`src/rtl/pwm_pkg.sv`:
```
// Shared constants and helpers for the PWM peripheral.
// Latency: n/a (package only).
// Backpressure: n/a (package only).
package pwm_pkg;

  localparam int PWM_STEPS = 256;
  localparam int DUTY_W    = 8;
  localparam int N_OUT     = 16;

  localparam logic [DUTY_W-1:0] DUTY_FULL = 8'hFF;
  localparam logic [DUTY_W-1:0] STEP_LAST = DUTY_W'(PWM_STEPS - 1);

  typedef logic [DUTY_W-1:0] duty_t;
  typedef logic [N_OUT-1:0]  out_vec_t;

  // Prescaler width: clog2 of the divider, never narrower than one bit.
  function automatic int presc_width(input int div);
    return (div < 2) ? 1 : $clog2(div);
  endfunction

endpackage

```
`src/rtl/pwm_timebase.sv`:
```
// PWM timebase: clk prescaler feeding an 8-bit free-running step counter.
// Latency: tick/wrap are combinational from the prescaler/step flops.
// Backpressure: none; free-running.
module pwm_timebase
  import pwm_pkg::*;
#(
  parameter int CLK_DIV = 10
) (
  input  logic              clk,
  input  logic              rst_n,
  output logic              tick,
  output logic [DUTY_W-1:0] step,
  output logic              wrap
);

  localparam int            PW        = presc_width(CLK_DIV);
  localparam logic [PW-1:0] PRESC_MAX = PW'(CLK_DIV - 1);

  logic [PW-1:0] presc;

  assign tick = (presc == PRESC_MAX);
  assign wrap = tick && (step == STEP_LAST);

  // Prescaler counts 0..CLK_DIV-1 and wraps; it is the only source of tick.
  always_ff @(posedge clk or negedge rst_n) begin
    if (!rst_n) begin
      presc <= '0;
    end else if (tick) begin
      presc <= '0;
    end else begin
      presc <= presc + 1'b1;
    end
  end

  // Step counter advances once per tick and rolls over 255->0 by modulo arithmetic.
  always_ff @(posedge clk or negedge rst_n) begin
    if (!rst_n) begin
      step <= '0;
    end else if (tick) begin
      step <= step + 1'b1;
    end
  end

endmodule

```
`src/rtl/pwm_peripheral.sv`:
```
// PWM output stage: per-pin force-low / static-high / shared-PWM select, registered pads.
// Latency: out and period_start are one clk after the step/enable/duty that causes them.
// Backpressure: none; register inputs are sampled every clk. Option macro: PWM_SHADOW_DUTY_EN.
module pwm_peripheral
  import pwm_pkg::*;
#(
  parameter int CLK_DIV = 10
) (
  input  logic             clk,
  input  logic             rst_n,
  input  logic [7:0]       en_reg_out_7_0,
  input  logic [7:0]       en_reg_out_15_8,
  input  logic [7:0]       en_reg_pwm_7_0,
  input  logic [7:0]       en_reg_pwm_15_8,
  input  logic [7:0]       pwm_duty_cycle,
  output logic [N_OUT-1:0] out,
  output logic             period_start
);

  logic        tick;
  logic        wrap;
  duty_t       step;
  duty_t       duty_eff;
  logic        pwm_raw;
  logic        first_pend;
  out_vec_t    en_out;
  out_vec_t    en_pwm;
  out_vec_t    out_nxt;

  pwm_timebase #(
    .CLK_DIV (CLK_DIV)
  ) u_timebase (
    .clk   (clk),
    .rst_n (rst_n),
    .tick  (tick),
    .step  (step),
    .wrap  (wrap)
  );

  assign en_out = {en_reg_out_15_8, en_reg_out_7_0};
  assign en_pwm = {en_reg_pwm_15_8, en_reg_pwm_7_0};

`ifdef PWM_SHADOW_DUTY_EN
  // Shadow duty only reloads at the period boundary so a running pulse is never cut or stretched.
  always_ff @(posedge clk or negedge rst_n) begin
    if (!rst_n) begin
      duty_eff <= 8'h00;
    end else if (wrap) begin
      duty_eff <= pwm_duty_cycle;
    end
  end
`else
  assign duty_eff = pwm_duty_cycle;
`endif

  // Compare: full-scale duty means no low step at all, including across the wrap.
  always_comb begin
    pwm_raw = 1'b0;
    if (duty_eff == DUTY_FULL) begin
      pwm_raw = 1'b1;
    end else begin
      pwm_raw = (step < duty_eff);
    end
  end

  // Per-pin select: disabled pins low, enabled pins static high or the shared waveform.
  always_comb begin
    out_nxt = '0;
    for (int i = 0; i < N_OUT; i++) begin
      out_nxt[i] = en_out[i] ? (en_pwm[i] ? pwm_raw : 1'b1) : 1'b0;
    end
  end

  // Only flops drive the pads, so enable changes can never glitch them.
  always_ff @(posedge clk or negedge rst_n) begin
    if (!rst_n) begin
      out <= '0;
    end else begin
      out <= out_nxt;
    end
  end

  // Period marker: pulses after each wrap tick; the step 0 entered from reset is
  // treated as a period too, so the first tick after release also pulses.
  always_ff @(posedge clk or negedge rst_n) begin
    if (!rst_n) begin
      first_pend   <= 1'b1;
      period_start <= 1'b0;
    end else begin
      period_start <= wrap || (tick && first_pend);
      if (tick) begin
        first_pend <= 1'b0;
      end
    end
  end

endmodule
```
`config.mk`:
```
export PLATFORM = sky130hd
export DESIGN_NAME = pwm_peripheral
export DESIGN_NICKNAME = d
export VERILOG_FILES = /design/src/rtl/pwm_pkg.sv /design/src/rtl/pwm_timebase.sv /design/src/rtl/pwm_peripheral.sv
export SDC_FILE = /design/constraint.sdc
export NUM_CORES = 1
export LEC_CHECK = 0
export CAP_MARGIN = 5
export CELL_PAD_IN_SITES_DETAIL_PLACEMENT = 1
export CELL_PAD_IN_SITES_GLOBAL_PLACEMENT = 2
export CORE_MARGIN = 5
export CORE_UTILIZATION = 26
export DETAILED_ROUTE_END_ITERATION = 8
export GPL_TIMING_DRIVEN = 0
export PLACE_DENSITY = 0.88
export SETUP_SLACK_MARGIN = 0.3
export SYNTH_ARGS = -nofsm -noshare
export SYNTH_HDL_FRONTEND = slang
export SYNTH_SLANG_ARGS = --single-unit
```
`constraint.sdc`:
```
create_clock -name clk -period 2 [get_ports clk]
set_input_delay 0.2 -clock clk [delete_from_list [all_inputs] [get_ports clk]]
set_output_delay 0.2 -clock clk [all_outputs]
set_load 0.05 [all_outputs]
```
==> out/metrics.yaml, run 1 <==
worst_setup_path:
  cp_max_fo: 5
  r2r-start: "u_timebase.step[6]"
  reg2reg_to: "out[7]"
  critPathArrivalTime_ns: 1.89
  worstSetupPathType: "flip-flop to flip-flop"
  r2r_cells: 6
  critPathLaunchType: "flip-flop"
  r2r_slack_ns: 0.27
  critPathRequiredTime_ns: 2.16
  critical_path.cell_chain: "ha_4, and4_4, o21ai_4, o32ai_4, buf_6, a21boi_2"
  endpoint_kind: "flip-flop"
  critical_path.max_stage_delay_ns: 0.41
  cpMaxStageDelayCell: "dfrtp_1"
placement:
  dpl.hpwl_mm: 2.96
  port_buffers: 58
  place_ws_ns: -0.218
  dp_cells: 236
  gp_congestion: 0.787
detailed_routing:
  drcViolationCount: 0
  wl_per_cell_um: 15.1
  firstDrtPassIters: 4
  viasPerCell: 4.37
  vias: 1106
  wirelength_mm: 3.83
  ant_nets: 0
  drtIter0Drc: 32
cts:
  clk_latency_ns: 0.27
  path_clk_slew_ns: 0.06
  clock_sinks: 30
  root_buffer: "clkbuf_8"
  clock_path_buffers: 2
  cts_tree: "done"
  cts.htree.levels: 2
  cts_hold_buf: 0
  cts_made_buffers: 5
timing:
  final-max-slew-violation-count: 0
  finalHoldViolCount: 29
  clock_skew_ns: 0.00457
  fin_crit_ns: 1.73
  period_share_pct: 86.3
  setup_viol: 0
  rsz0062_at_grt: "true"
  holdWs_ns: -0.0481
  setup_slack_ns: 0.273
  slew_headroom_pct: 56.3
  setup_tns_ns: 0
  fmax_mhz: 579
  worstMarginPinSlew_ns: 0.656
synth:
  synth-compound-area-share_pct: 19.3
  synth_edf_count: 0
  ys_seq_area_share_pct: 53.9
  synth_warnings: 0
  postSynthAreaPerCell_um2: 12.9
  yosys.area_share.adder_pct: 7.17
  synthArstFlopShare_pct: 100
  synth_ff_type: "dfrtp_1"
  synth_area_um2: 1400
  synth_top_family_by_area: "compound AO/OA/AOI/OAI gates"
  yosysUniqueCellTypes: 29
  synth-xor-area-share_pct: 5.02
  yosys.area_share.simple_pct: 8.43
  netlist_instances: 108
  ys_ff_latch: 30
  muxShareOfSynthArea_pct: 2.33
  syn_nets: 158
power_and_ir_drop:
  p_sw_share_pct: 24.8
  pwr-share-seq_pct: 46.1
  p_sw_w: 0.000337
  combPwrFrac_pct: 18.0
  peakVddDrop_v: 0.000410
  powerDensity_nw_per_um2: 591
  power_leakage_nw: 0.991
  p_clk_share_pct: 35.9
  p_int_w: 0.00102
layout:
  antenna_cells: 0
  area_delta_synth_final_pct: 65.2
  stdcell_count: 253
  fillers: 537
  drive_above_1_share_pct: 29.0
  fin_nets: 232
global_routing:
  first_global_vias: 1277
  antenna_found_initial: 0
  grtUsageTotal_pct: 11.7
  grt_start_max_net_pins: 31
  overflow: 0
  grt_pass1_wl_mm: 6.44
floorplanning:
  rows: 26
  die_w_um: 83.3
  die_h_um: 83.3
  dieArea_um2: 6930
  ios: 59
  start_util_pct: 27.0
  core_um2: 5170
outcome:
  status: "complete, but fails checks"
  violations: "negative hold slack"
job:
  cap_viol_max_count: 0
min_path:
  hold_class: "input pin to asynchronous set/reset pin"
cells in the final DEF, fill, tap and decap left out, types with 2 or more instances in the layout:
master           Yosys  routed
clkdlybuf4s50_1      0      53
dfrtp_1             29      27
a21boi_2            10      15
inv_1               10       8
buf_4                0       7
xnor2_1              6       6
clkbuf_8             0       6
nand2_1              5       5
nand4_1              5       5
ha_1                 8       5
nor2_1               5       4
dlygate4sd2_1        0       4
buf_6                1       3
ha_4                 0       3
inv_2                0       2
mux2_2               2       2
buf_2                1       2
a22o_1               2       2
xor2_1               2       2
dfrtp_2              0       2
synth_stat cells, types with 5 or more instances:
cell	count	share of area [%]
nand2_1	5	1.3
a21boi_2	10	8.1
nor2_1	5	1.3
xnor2_1	6	3.8
nand4_1	5	2.2
ha_1	8	7.2
inv_1	10	2.7
dfrtp_1	29	52
a21boi_0	6	3.2
logic make-up after synthesis:
logic type / Yosys count
muxes: 3
buffers and inverters: 12
xor gates and xnor gates: 8
and+or+nand+nor: 20
adders and majority gates: 8
AOI/OAI and AO/OA: 27
DFF: 30
critical path, delay by kind of cell, from the launching register on:
family                     cells  cell delay [ns]
AOI/OAI and AO/OA              3             0.49
adders and majority gates      1             0.28
buffers and inverters          1             0.19
DFF                            1             0.41
and+or+nand+nor                1             0.24
registers in the layout, indices dropped and copies added, names as in the netlist:
name and flops:
out 16, u_timebase.step 8, period_start 1, u_timebase.presc 4, first_pend 1
cell type report:
type                    instances  area, um^2  area share [%]
clock inverters                 1        5.00           0.217
well taps                      70        87.6            3.80
plain buffers                   2        16.3           0.706
flip-flops and latches         30         754            32.7
clock buffers                   7        86.3            3.75
inverters                      10        37.5            1.63
multi-input cells              66         672            29.2
repair buffers                 67         646            28.0
routing by layer:
layer  track usage [%]  wire length [um]  vias up
met5                 0                 0        -
met4              3.12                40        0
li1                  -                 -      524
met1              12.4              1490      542
met3              4.26               225        5
met2              21.7              2070       35
how the worst max path moves through the flow:
stage | cells after the start | slack (ns) | to | start
after global placement | 8 | -0.17 | out[4] | pwm_duty_cycle[7]
after CTS | 6 | 0.27 | out[4] | u_timebase.step[5]
after global routing | 6 | 0.19 | out[11] | u_timebase.step[7]
final | 6 | 0.27 | out[7] | u_timebase.step[6]
after detailed placement | 8 | -0.22 | out[4] | pwm_duty_cycle[7]
after floorplan | 6 | 0.32 | out[10] | u_timebase.step[5]
what timing repair did:
action | 4_1_cts | 5_1_grt
setup buffers | 6 | 2
pin swaps | 16 | 4
gates resized for setup | 21 | 7
cloned | 1 | 0
setup endpoints to repair | 16 | 17
endpoints found under the hold margin | 0 | 0
power groups by stage:
stage / logic [W] / clock network (W) / registers, W
CTS: 0.000244 / 0.000503 / 0.000628
detailed placement: 0.000238 / 0 / 0.000640
finish: 0.000245 / 0.000489 / 0.000628
floorplan: 0.0000357 / 0 / 0.000701
global route: 0.000260 / 0.000539 / 0.000629
global placement: 0.000231 / 0 / 0.000639
per-stage QoR:
step	cell area [um^2]	total power (W)	utilization, %
floorplan	1410	0.000737	-
detailed placement	2070	0.000877	40.1
CTS	2270	0.00138	43.9
global route	2300	0.00143	44.6
finish	2300	0.00136	44.6
global placement	2070	0.000870	40.1
No activity file was read; power rests on OpenSTA's default activity.
==> run 2: changes to the inputs <==
CAP_MARGIN = 20   (was 5)
CTS_CLUSTER_SIZE = 10   (was not set)
==> out/metrics.yaml, run 2 (synthesis results as in run 1) <==
global_routing:
  grt_start_max_net_pins: 17  # -45%
  antenna_found_initial: 0  # unchanged
  first_global_vias: 1376  # +7.8%
  overflow: 0  # unchanged
  grt_pass1_wl_mm: 6.51  # +0.96%
  grtUsageTotal_pct: 11.8  # +0.11 points
worst_setup_path:
  critical_path.max_stage_delay_ns: 0.42  # about the same
  critPathBufInv: 1  # unchanged
  r2r_cells: 6  # unchanged
  endpoint_kind: "flip-flop"
  r2r-start: "u_timebase.step[5]"
  critical_path.cell_chain: "ha_4, and4_4, o21ai_2, o32ai_4, buf_6, a21boi_2"
  crit_family: "compound AO/OA/AOI/OAI gates"
  critPathLaunchType: "flip-flop"
  r2r_slack_ns: 0.28  # about the same
  cp_max_fo: 5  # unchanged
  cpMaxStageDelayCell: "dfrtp_1"
  critPathArrivalTime_ns: 1.88  # about the same
  worstSetupPathType: "flip-flop to flip-flop"
  reg2reg_to: "out[7]"
  critPathRequiredTime_ns: 2.16  # about the same
power_and_ir_drop:
  combPwrFrac_pct: 18.5  # +0.5 points
  power_leakage_nw: 0.988  # -0.22%
  p_sw_w: 0.000344  # +1.9%
  peakVddDrop_v: 0.000353  # -14%
  pwr-share-seq_pct: 47.1  # +1.0 points
  powerDensity_nw_per_um2: 578  # -2.3%
  p_sw_share_pct: 25.8  # +1.0 points
  p_clk_share_pct: 34.4  # -1.5 points
  p_int_w: 0.000989  # -3.5%
detailed_routing:
  vias: 1125  # +1.7%
  dr.max_layer_used: "met4"
  met3_length_um: 216  # -4.0%
  routed-wl-met2_mm: 2.19  # +5.8%
  viasPerCell: 4.46  # +2.1%
  drcViolationCount: 0  # unchanged
  drtIter0Drc: 4  # -88%
  wirelength_mm: 3.90  # +1.9%
  wl_per_cell_um: 15.5  # +2.3%
  ant_nets: 0  # unchanged
  firstDrtPassIters: 4  # unchanged
  met1_length_mm: 1.43  # -4.2%
timing:
  final-max-slew-violation-count: 0  # unchanged
  finalHoldViolCount: 0  # -100%
  fmax_mhz: 582  # +0.50%
  setup_viol: 0  # unchanged
  period_share_pct: 85.9  # -0.43 points
  worstMarginPinSlew_ns: 0.705  # +0.0492 ns
  fin_crit_ns: 1.72  # -0.00867 ns
  clock_skew_ns: 0.00650  # +0.00193 ns
  rsz0062_at_grt: "true"
  slew_headroom_pct: 52.9  # -3.4 points
  setup_tns_ns: 0  # unchanged
cts:
  clk_latency_ns: 0.28  # about the same
  root_buffer: "clkbuf_8"
  cts_hold_buf: 0  # unchanged
  clock_path_buffers: 2  # unchanged
  clock_sinks: 30  # unchanged
  cts.htree.levels: 2  # unchanged
  cts_tree: "done"
  cts_made_buffers: 5  # unchanged
  path_clk_slew_ns: 0.07  # about the same
floorplanning:
  ios: 59  # unchanged
  core_um2: 5170  # unchanged
  die_h_um: 83.3  # unchanged
  rows: 26  # unchanged
  die_w_um: 83.3  # unchanged
  dieArea_um2: 6930  # unchanged
  start_util_pct: 27.0  # unchanged
placement:
  dpl.hpwl_mm: 3.08  # +4.1%
  gp_congestion: 0.787  # unchanged
  port_buffers: 58  # unchanged
  dp_cells: 237  # +0.42%
layout:
  fin_nets: 231  # -0.43%
  drive_above_1_share_pct: 25.8  # -3.1 points
  largest_reg_flops: 16  # unchanged
  top_register: "out"
  final_common_cell: "clkdlybuf4s50_1"
  stdcell_count: 252  # -0.40%
  fillers: 526  # -2.0%
  final_cell_mix: "53 x clkdlybuf4s50_1, 27 x dfrtp_1, 10 x a21boi_2, 8 x inv_1, 6 x xnor2_1"
  area_delta_synth_final_pct: 65.4
  reg_top3: "out (16), u_timebase.step (8), u_timebase.presc (4)"
  antenna_cells: 0  # unchanged
min_path:
  hold_class: "input pin to asynchronous set/reset pin"
job:
  cap_viol_max_count: 0  # unchanged
outcome:
  status: "completed"
run 2: timing repair:
item | 4_1_cts | 5_1_grt
gates resized for setup | 19 | 5
cloned | 1 | 0
pin swaps | 2 | 5
endpoints found under the setup margin | 16 | 16
buffers inserted | 5 | 1
run 2: metrics by stage:
step	setup slack [ns]	utilization, %	area, um^2	power (W)	hold WS, ns
global route	0.210	44.6	2310	0.00140	0.402
detailed placement	-0.226	40.4	2090	0.000881	0.485
finish	0.282	44.6	2310	0.00133	0.344
CTS	0.244	43.9	2270	0.00136	0.355
global placement	-0.169	40.1	2070	0.000870	0.477
floorplan	0.317	-	1410	0.000737	-0.0956
run 2: per-layer routing:
| metal | up-vias | track usage, % |
|---|---|---|
| li1 | 521 | - |
| met1 | 564 | 11.8 |
| met2 | 33 | 22.2 |
| met3 | 7 | 4.65 |
| met4 | 0 | 4.01 |
| met5 | - | 0 |
run 2: how the worst max path moves through the flow:
| stage | start | end | cells after the start |
|---|---|---|---|
| 6_report | u_timebase.step[5] | out[7] | 6 |
| 5_1_grt | u_timebase.step[5] | out[7] | 6 |
| 4_1_cts | u_timebase.step[5] | out[7] | 6 |
| 3_5_place_dp | pwm_duty_cycle[6] | out[4] | 8 |
| 3_3_place_gp | pwm_duty_cycle[7] | out[4] | 8 |
| 2_1_floorplan | u_timebase.step[5] | out[10] | 6 |
run 2: power by group through the flow:
stage	combinational (W)	clock, W	sequential, W
floorplan	0.0000357	0	0.000701
global placement	0.000231	0	0.000639
detailed placement	0.000241	0	0.000640
CTS	0.000247	0.000481	0.000628
global route	0.000261	0.000507	0.000630
finish	0.000246	0.000459	0.000628
run 2: final cells by class:
cell class,instances,area [um^2],share of cell area [%]
repair buffers,66,653,28.3
plain buffers,2,16.3,0.705
inverters,10,37.5,1.63
multi-input cells,66,676,29.3
clock buffers,6,72.6,3.15
well taps,70,87.6,3.80
clock inverters,2,10.0,0.434
flip-flops and latches,30,754,32.7
